$ cat src/rtl/gray_pkg.sv
// Gray-code conversion helpers shared by the counter and FIFO pointer-sync logic.
package gray_pkg;

  localparam int GRAY_MAX_WIDTH = 32;

  function automatic logic [31:0] bin2gray(input logic [31:0] b);
    return b ^ (b >> 1);
  endfunction

  // Zero-extended inputs convert correctly: the upper zero bits contribute nothing.
  function automatic logic [31:0] gray2bin(input logic [31:0] g);
    logic [31:0] b;
    b[31] = g[31];
    for (int i = 30; i >= 0; i--) begin
      b[i] = b[i+1] ^ g[i];
    end
    return b;
  endfunction

endpackage

$ cat src/rtl/gray_counter.sv
// Up/down binary counter with a registered Gray-coded copy, Gray load port,
// optional saturation and wrap/limit status. count_gray comes straight from
// flops so it can be synchronised into another clock domain.
module gray_counter
  import gray_pkg::*;
#(
  parameter int          WIDTH    = 4,
  parameter int unsigned INIT     = 0,
  parameter int          SATURATE = 0
) (
  input  logic             clk,
  input  logic             reset_n,
  input  logic             enable,
  input  logic             up,
  input  logic             load,
  input  logic [WIDTH-1:0] load_gray,
  output logic [WIDTH-1:0] count_bin,
  output logic [WIDTH-1:0] count_gray,
  output logic [WIDTH-1:0] count_gray_next,
  output logic             wrap,
  output logic             at_limit
);

  localparam logic [WIDTH-1:0] ALL_ONES  = '1;
  localparam logic [WIDTH-1:0] INIT_BIN  = WIDTH'(INIT);
  localparam logic [WIDTH-1:0] INIT_GRAY = WIDTH'(bin2gray(32'(INIT_BIN)));
  localparam bit               SAT_EN    = (SATURATE != 0);

  if ((WIDTH < 2) || (WIDTH > GRAY_MAX_WIDTH)) begin : g_bad_width
    $error("gray_counter: WIDTH must be in 2..32");
  end
  if ((WIDTH < 32) && (64'(INIT) >= (64'd1 << WIDTH))) begin : g_bad_init
    $error("gray_counter: INIT does not fit in WIDTH bits");
  end

  logic [WIDTH-1:0] r_bin;
  logic [WIDTH-1:0] r_gray;
  logic             r_wrap;
  logic [WIDTH-1:0] w_next_bin;
  logic [WIDTH-1:0] w_next_gray;
  logic             w_wrap_next;
  logic             w_at_limit;

  // Limit depends on the live direction input, so it is valid before the edge.
  always_comb begin
    w_at_limit = up ? (r_bin == ALL_ONES) : (r_bin == '0);
  end

  // Next-value selection; reset is folded in so count_gray_next reflects INIT too.
  always_comb begin
    w_next_bin  = r_bin;
    w_wrap_next = 1'b0;
    if (!reset_n) begin
      w_next_bin = INIT_BIN;
    end else if (load) begin
      w_next_bin = WIDTH'(gray2bin(32'(load_gray)));
    end else if (enable) begin
      if (w_at_limit) begin
        if (!SAT_EN) begin
          w_next_bin  = up ? '0 : ALL_ONES;
          w_wrap_next = 1'b1;
        end
      end else begin
        w_next_bin = up ? (r_bin + 1'b1) : (r_bin - 1'b1);
      end
    end
    w_next_gray = WIDTH'(bin2gray(32'(w_next_bin)));
  end

  // Binary, Gray and wrap all register on the same edge so there is no skew.
  always_ff @(posedge clk) begin
    if (!reset_n) begin
      r_bin  <= INIT_BIN;
      r_gray <= INIT_GRAY;
      r_wrap <= 1'b0;
    end else begin
      r_bin  <= w_next_bin;
      r_gray <= w_next_gray;
      r_wrap <= w_wrap_next;
    end
  end

  assign count_bin       = r_bin;
  assign count_gray      = r_gray;
  assign count_gray_next = w_next_gray;
  assign wrap            = r_wrap;
  assign at_limit        = w_at_limit;

endmodule

$ cat config.mk
export PLATFORM = sky130hd
export DESIGN_NAME = gray_counter
export DESIGN_NICKNAME = d
export VERILOG_FILES = /design/src/rtl/gray_pkg.sv /design/src/rtl/gray_counter.sv
export SDC_FILE = /design/constraint.sdc
export NUM_CORES = 1
export LEC_CHECK = 0
export BUFFER_PORTS_ARGS = -buffer_cell sky130_fd_sc_hd__buf_2
export CORE_AREA = 8 8 45 47
export CTS_BUF_LIST = sky130_fd_sc_hd__clkbuf_4 sky130_fd_sc_hd__clkbuf_8
export DETAILED_ROUTE_END_ITERATION = 6
export DIE_AREA = 0 0 53 55
export PLACE_DENSITY_LB_ADDON = 0.25
export SKIP_LAST_GASP = 1
export SLEW_MARGIN = 10
export SYNTH_ARGS = -nofsm -noshare
export SYNTH_HDL_FRONTEND = slang
export SYNTH_SLANG_ARGS = --single-unit
$ cat constraint.sdc
create_clock -name clk -period 2.6 [get_ports clk]
set_input_delay 0.52 -clock clk [delete_from_list [all_inputs] [get_ports clk]]
set_output_delay 0.52 -clock clk [all_outputs]
set_load 0.02 [all_outputs]
==> flow_results.xml, run 1 <==
<?xml version="1.0" encoding="UTF-8"?>
<metrics>
  <group name="clock_network">
    <metric name="tritoncts" unit="">built</metric>
    <metric name="cts_hold_repair.buffers" unit="">0</metric>
    <metric name="ctsRootBufferMaster" unit="">clkbuf_4</metric>
    <metric name="cts-root-to-sink-buffers" unit="">2</metric>
    <metric name="clkLatencyLatePin" unit="ns">0.26</metric>
    <metric name="clkSinkCount" unit="">8</metric>
    <metric name="numCtsBuffers" unit="">3</metric>
    <metric name="htree_levels" unit="">1</metric>
    <metric name="path_clk_slew" unit="ns">0.05</metric>
  </group>
  <group name="sta">
    <metric name="finalSetupViolations" unit="">0</metric>
    <metric name="slew_headroom" unit="%">76.4</metric>
    <metric name="grt_setup_unrepaired" unit="">yes</metric>
    <metric name="worst_slew_pin_slew" unit="ns">0.350</metric>
    <metric name="maximum_clock_skew_at_final_layout" unit="ns">0.00336</metric>
    <metric name="total_negative_setup_slacks" unit="ns">0</metric>
    <metric name="final_max_slew_viol_count" unit="">0</metric>
    <metric name="timing.final.hold_violations" unit="">0</metric>
    <metric name="setup_slack" unit="ns">0.0906</metric>
    <metric name="post-route-min-period" unit="ns">2.51</metric>
    <metric name="fmaxAchievable" unit="MHz">399</metric>
    <metric name="post-route-period-util" unit="%">96.5</metric>
  </group>
  <group name="critical_path">
    <metric name="crit_path_cell_trace" unit="">clkbuf_4 -&gt; fa_1 -&gt; a21oi_1 -&gt; o311a_1 -&gt; xor2_1 -&gt; buf_2</metric>
    <metric name="max_stage_delay" unit="ns">0.54</metric>
    <metric name="crit_path_max_fanout" unit="">5</metric>
    <metric name="arrival" unit="ns">1.99</metric>
    <metric name="endpoint_kind" unit="">primary output</metric>
    <metric name="family_with_the_most_delay_on_the_worst_path" unit="">adder cells</metric>
    <metric name="critical_path.startpoint_type" unit="">primary input</metric>
    <metric name="crit_type" unit="">in2out</metric>
    <metric name="worst_path_max_delay_cell" unit="">fa_1</metric>
    <metric name="critical_path.n_buffers_inverters" unit="">2</metric>
    <metric name="timing.critical_path.required" unit="ns">2.08</metric>
  </group>
  <group name="final_layout">
    <metric name="finalNetCount" unit="">99</metric>
    <metric name="nFillCells" unit="">140</metric>
    <metric name="fin_util" unit="%">52.0</metric>
    <metric name="final_common_cell" unit="">buf_2</metric>
    <metric name="stdcell_count" unit="">101</metric>
    <metric name="syn2layout_area_growth" unit="%">31.9</metric>
    <metric name="layout_common_cells" unit="">buf_2 (20), xnor2_1 (7), dfxtp_1 (7), inv_1 (6), buf_4 (6)</metric>
    <metric name="layout-drive-gt1-share" unit="%">44.7</metric>
    <metric name="antenna_cells" unit="">0</metric>
  </group>
  <group name="synth">
    <metric name="netlist.top_cell.by_area" unit="">dfxtp_1</metric>
    <metric name="post_synthesis_cell_area" unit="um^2">546</metric>
    <metric name="synthesis.instances" unit="">58</metric>
    <metric name="synth_top_cell_area_share" unit="%">29.4</metric>
    <metric name="syn_avg_cell_area" unit="um^2">9.41</metric>
    <metric name="synth_top_cells_by_area" unit="">dfxtp_1 (29%), xnor2_1 (11%), xor2_1 (8.0%)</metric>
    <metric name="yosys.cell_types.count" unit="">24</metric>
    <metric name="synthesis.yosys.warnings" unit="">0</metric>
    <metric name="ys_ff_latch" unit="">8</metric>
    <metric name="postSynthNetCount" unit="">70</metric>
    <metric name="seq_area_frac_synth" unit="%">29.4</metric>
  </group>
  <group name="floorplan">
    <metric name="dieHeight" unit="um">55</metric>
    <metric name="io-pin-count" unit="">23</metric>
    <metric name="core" unit="mm^2">0.00138</metric>
    <metric name="floorplan.rows" unit="">14</metric>
    <metric name="fp.dieArea" unit="mm^2">0.00292</metric>
    <metric name="chipWidth" unit="um">53</metric>
    <metric name="starting_density_of_the_core" unit="%">39.4</metric>
  </group>
  <group name="grt">
    <metric name="grt_pass1_vias" unit="">498</metric>
    <metric name="overflow" unit="">0</metric>
    <metric name="antenna_found_initial" unit="">0</metric>
    <metric name="grt_first_pass_wirelength" unit="mm">2.10</metric>
    <metric name="grt_usage" unit="%">9.59</metric>
    <metric name="grt_start_max_net_pins" unit="">8</metric>
  </group>
  <group name="detailed_routing">
    <metric name="wirelength" unit="mm">1.24</metric>
    <metric name="drt_iter0_drc" unit="">3</metric>
    <metric name="vias" unit="">477</metric>
    <metric name="vias_per_cell" unit="">4.72</metric>
    <metric name="post_route_drc" unit="">0</metric>
    <metric name="antenna_violating_nets_post_route" unit="">0</metric>
    <metric name="routed_wire_length_per_instance" unit="um">12.3</metric>
    <metric name="first_pass_iters" unit="">4</metric>
  </group>
  <group name="status">
    <metric name="run_status" unit="">complete, no violations</metric>
  </group>
  <group name="placement">
    <metric name="dp_worst_setup_slack" unit="ns">0.0524</metric>
    <metric name="io_buffer_count" unit="">22</metric>
    <metric name="post-place-cells" unit="">96</metric>
    <metric name="dp.final_hpwl" unit="mm">1.01</metric>
    <metric name="place_congestion" unit="">0.752</metric>
  </group>
  <group name="pwr">
    <metric name="power.ir.vdd_worst" unit="uV">301</metric>
    <metric name="cellPowerDensity" unit="mW/mm^2">626</metric>
    <metric name="leakagePower" unit="uW">0.000366</metric>
  </group>
  <group name="run">
    <metric name="timing.max_cap.violations" unit="">0</metric>
  </group>
  <group name="hold_path">
    <metric name="hold_path_class" unit="">in2reg</metric>
  </group>
</metrics>
==> flip-flops by register name, summed over array words and instances, names as in the netlist <==
| name | count |
|---|---|
| count_gray | 3 |
| count_bin | 4 |
| wrap | 1 |
==> metrics by stage <==
step,hold slack [ns],instance area [um^2],total power (uW)
6_report,0.566,719,450
3_5_place_dp,0.795,672,346
5_1_grt,0.576,719,483
4_1_cts,0.561,694,448
2_1_floorplan,0.619,546,289
3_3_place_gp,0.786,672,345
==> worst paths after layout <==
check,endpoint,slack (ns),cells past startpoint,start
worst max-delay path,count_gray_next[0],0.09,6,up
worst min-delay path,count_bin[0],0.57,2,load
worst max register to register,count_gray[1],0.74,7,count_bin[1]
worst min register to register,count_bin[3],0.80,4,count_bin[0]
==> cells in the mapped netlist <==
| cell | number |
|---|---|
| dfxtp_1 | 8 |
| xnor2_1 | 7 |
| inv_1 | 6 |
| a21oi_1 | 5 |
| xor2_1 | 5 |
| nand2_1 | 3 |
| a21o_1 | 2 |
| buf_4 | 2 |
| ha_1 | 2 |
| nand3_1 | 2 |
| o21a_1 | 2 |
| o21ai_0 | 2 |
| a21oi_4 | 1 |
| and4_1 | 1 |
| buf_6 | 1 |
| fa_1 | 1 |
| nand3_2 | 1 |
| nor2_1 | 1 |
| nor3_1 | 1 |
| o21ai_2 | 1 |
| o221ai_2 | 1 |
| o311a_1 | 1 |
| or2_2 | 1 |
| xor2_2 | 1 |
==> layout make-up <==
cell class                 instances  area, um^2  share of cell area, %
multi-input combinational         41         340                   47.3
sequential                         8         161                   22.4
timing repair buffer              27         153                   21.2
clock buffer                       3        22.5                   3.13
inverter                           6        22.5                   3.13
tap                               16        20.0                   2.78
==> power breakdown <==
part / switching (uW) / internal [uW] / leakage, uW
Combinational: 117 / 83.0 / 0.000285
Clock: 45.0 / 53.0 / 0.0000138
Sequential: 11.3 / 141 / 0.0000669
Total: 173 / 277 / 0.000366
==> layer usage <==
metal	routed length, um	global-route usage (%)	up-vias
li1	-	-	250
met1	540	10.9	207
met2	553	14.8	15
met3	126	5.08	5
met4	23	3.88	0
met5	0	0	-
==> cell families after synthesis <==
logic type | synth area share [%]
xor+xnor | 22.2
fa+ha+maj | 8.26
simple gates | 10.1
compound gates | 21.1
buf+inv | 8.94
flops | 29.4
==> what timing repair did <==
item / in CTS / in global routing
setup endpoints to repair: 0 / 3
resized for setup: 0 / 4
buffers inserted: 0 / 2
No activity file was read; power rests on OpenSTA's default activity.
==> run 2, diff against run 1 <==
==> constraint.sdc (replaced) <==
create_clock -name clk -period 2.6 [get_ports clk]
set_input_delay 0.39 -clock clk [delete_from_list [all_inputs] [get_ports clk]]
set_output_delay 0.39 -clock clk [all_outputs]
set_load 0.02 [all_outputs]
==> run 2 against run 1 <==
Compared with the run above:
- die area stayed put
- flip-flop and latch count unchanged
- utilization down 2.7 points
- critical endpoint is now count_gray_next[1]
==> flow_results.xml, run 2 (same netlist as run 1, synthesis figures left out) <==
<?xml version="1.0" encoding="UTF-8"?>
<metrics>
  <group name="critical_path">
    <metric name="reg2reg_setup_slack" unit="ns">0.79</metric>
    <metric name="critical_path.startpoint_type" unit="">flop</metric>
    <metric name="endpoint_kind" unit="">primary output</metric>
    <metric name="arrival" unit="ns">2.10</metric>
    <metric name="reg2reg_to" unit="">count_gray[1]</metric>
    <metric name="crit_path_max_fanout" unit="">5</metric>
    <metric name="reg2reg_from" unit="">count_bin[0]</metric>
    <metric name="timing.critical_path.required" unit="ns">2.21</metric>
    <metric name="ff2ff_path_depth" unit="">7</metric>
    <metric name="crit_type" unit="">reg2out</metric>
    <metric name="critPathLaunch" unit="">count_bin[0]</metric>
    <metric name="worst_setup_path_endpoint" unit="">count_gray_next[1]</metric>
  </group>
  <group name="sta">
    <metric name="hold_slack" unit="ns">0.428</metric>
    <metric name="maximum_clock_skew_at_final_layout" unit="ns">0.00505</metric>
    <metric name="total_negative_setup_slacks" unit="ns">0</metric>
    <metric name="grt_setup_unrepaired" unit="">no</metric>
    <metric name="final_max_slew_viol_count" unit="">0</metric>
    <metric name="slew_headroom" unit="%">76.8</metric>
    <metric name="worst_slew_pin_slew" unit="ns">0.344</metric>
    <metric name="post-route-min-period" unit="ns">2.49</metric>
    <metric name="finalSetupViolations" unit="">0</metric>
    <metric name="fmaxAchievable" unit="MHz">402</metric>
    <metric name="post-route-period-util" unit="%">95.6</metric>
    <metric name="timing.final.hold_violations" unit="">0</metric>
  </group>
  <group name="status">
    <metric name="run_status" unit="">complete, no violations</metric>
  </group>
  <group name="pwr">
    <metric name="power_switching" unit="uW">167</metric>
    <metric name="p_comb_share" unit="%">42.1</metric>
    <metric name="leakagePower" unit="uW">0.000344</metric>
    <metric name="sequentialPowerShare" unit="%">35.9</metric>
    <metric name="power.switching_fraction" unit="%">38.6</metric>
    <metric name="power.share.clock" unit="%">22.0</metric>
    <metric name="cellPowerDensity" unit="mW/mm^2">636</metric>
    <metric name="intPower" unit="uW">266</metric>
    <metric name="power.ir.vdd_worst" unit="uV">296</metric>
  </group>
  <group name="placement">
    <metric name="io_buffer_count" unit="">22</metric>
    <metric name="dp.final_hpwl" unit="um">999</metric>
    <metric name="placement.cell_area" unit="um^2">657</metric>
    <metric name="place_congestion" unit="">0.733</metric>
  </group>
  <group name="floorplan">
    <metric name="chipWidth" unit="um">53</metric>
    <metric name="dieHeight" unit="um">55</metric>
    <metric name="fp.dieArea" unit="mm^2">0.00292</metric>
    <metric name="starting_density_of_the_core" unit="%">39.4</metric>
    <metric name="io-pin-count" unit="">23</metric>
    <metric name="floorplan.rows" unit="">14</metric>
    <metric name="core" unit="mm^2">0.00138</metric>
  </group>
  <group name="clock_network">
    <metric name="tritoncts" unit="">built</metric>
    <metric name="cts-root-to-sink-buffers" unit="">2</metric>
    <metric name="path_clk_slew" unit="ns">0.06</metric>
    <metric name="ctsRootBufferMaster" unit="">clkbuf_4</metric>
    <metric name="numCtsBuffers" unit="">3</metric>
    <metric name="cts_hold_repair.buffers" unit="">0</metric>
    <metric name="post_cts_resized" unit="">0</metric>
    <metric name="htree_levels" unit="">1</metric>
    <metric name="cts_post_setup_buffers_inserted" unit="">0</metric>
    <metric name="clkSinkCount" unit="">8</metric>
    <metric name="clkLatencyLatePin" unit="ns">0.25</metric>
  </group>
  <group name="final_layout">
    <metric name="layout_common_cells" unit="">buf_2 (22), xnor2_1 (7), inv_1 (6), dfxtp_1 (6)</metric>
    <metric name="largest_reg_flops" unit="">4</metric>
    <metric name="summed_area_of_non_filler_cells_in_the_final_layout" unit="um^2">682</metric>
    <metric name="syn2layout_area_growth" unit="%">25.0</metric>
    <metric name="final-seq-area" unit="um^2">163</metric>
    <metric name="final_common_cell" unit="">buf_2</metric>
    <metric name="layout-drive-gt1-share" unit="%">42.0</metric>
    <metric name="multi_input_comb_area" unit="um^2">337</metric>
    <metric name="nFillCells" unit="">137</metric>
    <metric name="finalNetCount" unit="">95</metric>
    <metric name="antenna_cells" unit="">0</metric>
  </group>
  <group name="grt">
    <metric name="antenna_found_initial" unit="">0</metric>
    <metric name="overflow" unit="">0</metric>
    <metric name="grt_first_pass_wirelength" unit="mm">2.12</metric>
    <metric name="grt_pass1_vias" unit="">494</metric>
    <metric name="grt_start_max_net_pins" unit="">8</metric>
    <metric name="grt_usage" unit="%">9.54</metric>
  </group>
  <group name="detailed_routing">
    <metric name="routed_wire_length_per_instance" unit="um">12.4</metric>
    <metric name="post_route_drc" unit="">0</metric>
    <metric name="vias_per_cell" unit="">4.74</metric>
    <metric name="drt_iter0_drc" unit="">6</metric>
    <metric name="antenna_violating_nets_post_route" unit="">0</metric>
    <metric name="wirelength" unit="mm">1.21</metric>
    <metric name="vias" unit="">460</metric>
    <metric name="first_pass_iters" unit="">2</metric>
  </group>
  <group name="run">
    <metric name="timing.max_cap.violations" unit="">0</metric>
  </group>
  <group name="hold_path">
    <metric name="hold_path_class" unit="">in2reg</metric>
  </group>
</metrics>
run 2: cell type report:
class	count	share of cell area, %
clock buffer	3	3.30
sequential	8	23.9
tap	16	2.94
timing repair buffer	23	17.2
multi-input combinational	41	49.4
inverter	6	3.30
run 2: worst max-delay path, stage by stage, from the launching register on:
cell	delay, ns
dfxtp_2	0.39
inv_1	0.09
fa_1	0.51
a21oi_1	0.07
o311a_1	0.42
xnor2_1	0.19
buf_2	0.18
run 2: per-stage QoR:
step / total power (uW) / setup slack (ns) / util, % / instances
3_3_place_gp: 340 / 0.300 / 47.5 / 94
4_1_cts: 441 / 0.00799 / 49.1 / 97
6_report: 434 / 0.113 / 49.3 / 97
2_1_floorplan: 289 / 0.185 / - / 58
5_1_grt: 470 / 0.00467 / 49.3 / 97
3_5_place_dp: 341 / 0.283 / 47.5 / 94
run 2: worst min-delay path by stage:
stage | from | endpoint | slack [ns] | cells past startpoint
after floorplan | load | count_bin[0] | 0.49 | 1
after global placement | load | count_bin[0] | 0.70 | 2
after detailed placement | load | count_bin[0] | 0.70 | 2
after CTS | load | count_bin[0] | 0.43 | 2
after global routing | load | count_bin[0] | 0.43 | 2
final | load | count_bin[0] | 0.43 | 2
run 2: power by group through the flow:
stage               sequential, uW  combinational (uW)  clock (uW)
floorplan                      178                 111           0
global placement               157                 184           0
detailed placement             157                 184           0
CTS                            155                 186        99.7
global route                   158                 202         110
finish                         155                 183        95.5
run 2: metal layers:
| metal | global-route usage, % | vias to the layer above | wire length (um) |
|---|---|---|---|
| met5 | 0 | - | 0 |
| met2 | 14.6 | 12 | 549 |
| met4 | 3.88 | 0 | 9 |
| met1 | 11.7 | 207 | 567 |
| met3 | 3.74 | 2 | 79 |
| li1 | - | 239 | - |
==> run 3, diff against run 2 <==
--- a/config.mk
+++ b/config.mk
@@ -10,6 +10,8 @@
 export CTS_BUF_LIST = sky130_fd_sc_hd__clkbuf_4 sky130_fd_sc_hd__clkbuf_8
 export DETAILED_ROUTE_END_ITERATION = 6
 export DIE_AREA = 0 0 53 55
+export GPL_TIMING_DRIVEN = 0
+export MAX_ROUTING_LAYER = met4
 export PLACE_DENSITY_LB_ADDON = 0.25
 export SKIP_LAST_GASP = 1
 export SLEW_MARGIN = 10
==> run 3 against run 2 <==
Compared with the run above:
- fmax fell by 0.23%
- sequential power about the same
- routed wire length rose by 1.2%
- register-to-register slack improved by 0.02 ns
- flip-flop and latch count stayed put
- via count up 3.0%
- cell count grew 2.1%
- design area up 3.5%
- critical path type unchanged
- critical endpoint unchanged
- largest cell class unchanged
- largest power group unchanged
- highest routed layer is now met3
==> flow_results.xml, run 3 (same netlist as run 1, synthesis figures left out) <==
<?xml version="1.0" encoding="UTF-8"?>
<metrics>
  <group name="status">
    <metric name="run_status" unit="">complete, no violations</metric>
  </group>
  <group name="sta">
    <metric name="total_negative_setup_slacks" unit="ns">0</metric>
    <metric name="worst_slew_pin_slew" unit="ns">0.370</metric>
    <metric name="grt_setup_unrepaired" unit="">no</metric>
    <metric name="final_max_slew_viol_count" unit="">0</metric>
    <metric name="slew_headroom" unit="%">75.4</metric>
    <metric name="post-route-period-util" unit="%">95.9</metric>
    <metric name="fmaxAchievable" unit="MHz">401</metric>
    <metric name="maximum_clock_skew_at_final_layout" unit="ns">0.00220</metric>
    <metric name="post-route-min-period" unit="ns">2.49</metric>
    <metric name="timing.final.hold_violations" unit="">0</metric>
    <metric name="finalSetupViolations" unit="">0</metric>
  </group>
  <group name="detailed_routing">
    <metric name="post_route_drc" unit="">0</metric>
    <metric name="wirelength" unit="mm">1.22</metric>
    <metric name="drt_iter0_drc" unit="">2</metric>
    <metric name="vias_per_cell" unit="">4.79</metric>
    <metric name="first_pass_iters" unit="">3</metric>
    <metric name="antenna_violating_nets_post_route" unit="">0</metric>
    <metric name="routed_wire_length_per_instance" unit="um">12.3</metric>
    <metric name="vias" unit="">474</metric>
  </group>
  <group name="hold_path">
    <metric name="hold_path_class" unit="">in2reg</metric>
  </group>
  <group name="grt">
    <metric name="antenna_found_initial" unit="">0</metric>
    <metric name="grt_pass1_vias" unit="">497</metric>
    <metric name="grt_first_pass_wirelength" unit="mm">2.01</metric>
    <metric name="grt_start_max_net_pins" unit="">8</metric>
    <metric name="grt_usage" unit="%">9.62</metric>
    <metric name="overflow" unit="">0</metric>
  </group>
  <group name="final_layout">
    <metric name="layout_common_cells" unit="">buf_2 (21), xnor2_1 (7), inv_1 (6), dfxtp_1 (6)</metric>
    <metric name="antenna_cells" unit="">0</metric>
    <metric name="largest_reg_flops" unit="">4</metric>
    <metric name="syn2layout_area_growth" unit="%">29.4</metric>
    <metric name="final_common_cell" unit="">buf_2</metric>
    <metric name="layout-drive-gt1-share" unit="%">43.4</metric>
    <metric name="fin_util" unit="%">51.0</metric>
    <metric name="finalNetCount" unit="">97</metric>
  </group>
  <group name="pwr">
    <metric name="power.total" unit="uW">443</metric>
    <metric name="power.ir.vdd_worst" unit="uV">351</metric>
    <metric name="cellPowerDensity" unit="mW/mm^2">628</metric>
    <metric name="leakagePower" unit="uW">0.000356</metric>
  </group>
  <group name="placement">
    <metric name="dp.final_hpwl" unit="mm">1.01</metric>
    <metric name="place_congestion" unit="">0.779</metric>
    <metric name="io_buffer_count" unit="">22</metric>
  </group>
  <group name="floorplan">
    <metric name="io-pin-count" unit="">23</metric>
    <metric name="starting_density_of_the_core" unit="%">39.4</metric>
    <metric name="chipWidth" unit="um">53</metric>
    <metric name="dieHeight" unit="um">55</metric>
    <metric name="floorplan.rows" unit="">14</metric>
    <metric name="core" unit="mm^2">0.00138</metric>
    <metric name="fp.dieArea" unit="mm^2">0.00292</metric>
  </group>
  <group name="critical_path">
    <metric name="critical_path.startpoint_type" unit="">flop</metric>
    <metric name="crit_type" unit="">reg2out</metric>
    <metric name="endpoint_kind" unit="">primary output</metric>
    <metric name="reg2reg_setup_slack" unit="ns">0.81</metric>
    <metric name="arrival" unit="ns">2.10</metric>
    <metric name="crit_path_max_fanout" unit="">5</metric>
    <metric name="timing.critical_path.required" unit="ns">2.21</metric>
  </group>
  <group name="clock_network">
    <metric name="tritoncts" unit="">built</metric>
    <metric name="cts-root-to-sink-buffers" unit="">2</metric>
    <metric name="path_clk_slew" unit="ns">0.06</metric>
    <metric name="htree_levels" unit="">1</metric>
    <metric name="cts_post_setup_buffers_inserted" unit="">0</metric>
    <metric name="numCtsBuffers" unit="">3</metric>
    <metric name="clkSinkCount" unit="">8</metric>
    <metric name="clkLatencyLatePin" unit="ns">0.25</metric>
    <metric name="ctsRootBufferMaster" unit="">clkbuf_4</metric>
  </group>
  <group name="run">
    <metric name="timing.max_cap.violations" unit="">0</metric>
  </group>
</metrics>
[run 3: timing repair]
item | in CTS | in global routing
endpoints found under the setup margin | 2 | 3
resized for setup | 1 | 3
hold buffers | 0 | 0
[run 3: final cells by class]
class / instances / area, um^2
multi-input cells: 41 / 337
clock buffers: 3 / 22.5
well taps: 16 / 20.0
fillers: 151 / 678
plain buffers: 3 / 26.3
flip-flops and latches: 8 / 165
inverters: 6 / 22.5
repair buffers: 22 / 113
[run 3: critical path: stages, from the launching register on]
cell and delay, ns:
dfxtp_4 0.38, inv_1 0.07, fa_1 0.52, a21oi_1 0.07, o311a_1 0.35, buf_6 0.14, xnor2_1 0.14, buf_2 0.18
[run 3: power breakdown]
| part | leakage [uW] | internal (uW) | total [uW] | switching, uW |
|---|---|---|---|---|
| sequential | 0.0000675 | 142 | 155 | 13.0 |
| clock | 0.0000138 | 52.9 | 96.3 | 43.4 |
| combinational | 0.000275 | 79.4 | 192 | 113 |
[run 3: per-layer routing]
| metal | global-route usage (%) | routed length [um] | up-vias |
|---|---|---|---|
| li1 | - | - | 244 |
| met1 | 10.5 | 527 | 218 |
| met2 | 14.8 | 592 | 12 |
| met3 | 3.74 | 100 | 0 |
| met4 | 5.17 | 0 | 0 |
| met5 | - | 0 | - |
[run 3: metrics by stage]
step	worst slack (ns)	cells	instance area, um^2	hold WS [ns]
floorplan	0.185	58	546	0.489
global placement	0.271	96	676	0.706
detailed placement	0.270	96	676	0.706
CTS	0.0587	99	699	0.428
global route	0.0165	99	706	0.445
finish	0.108	99	706	0.431
[run 3: final timing paths]
path / from / to / cells after the start
max: count_bin[0] / count_gray_next[1] / 7
min: load / count_bin[0] / 2
max reg2reg: count_bin[0] / count_gray[0] / 6
min reg2reg: count_bin[3] / count_bin[3] / 3
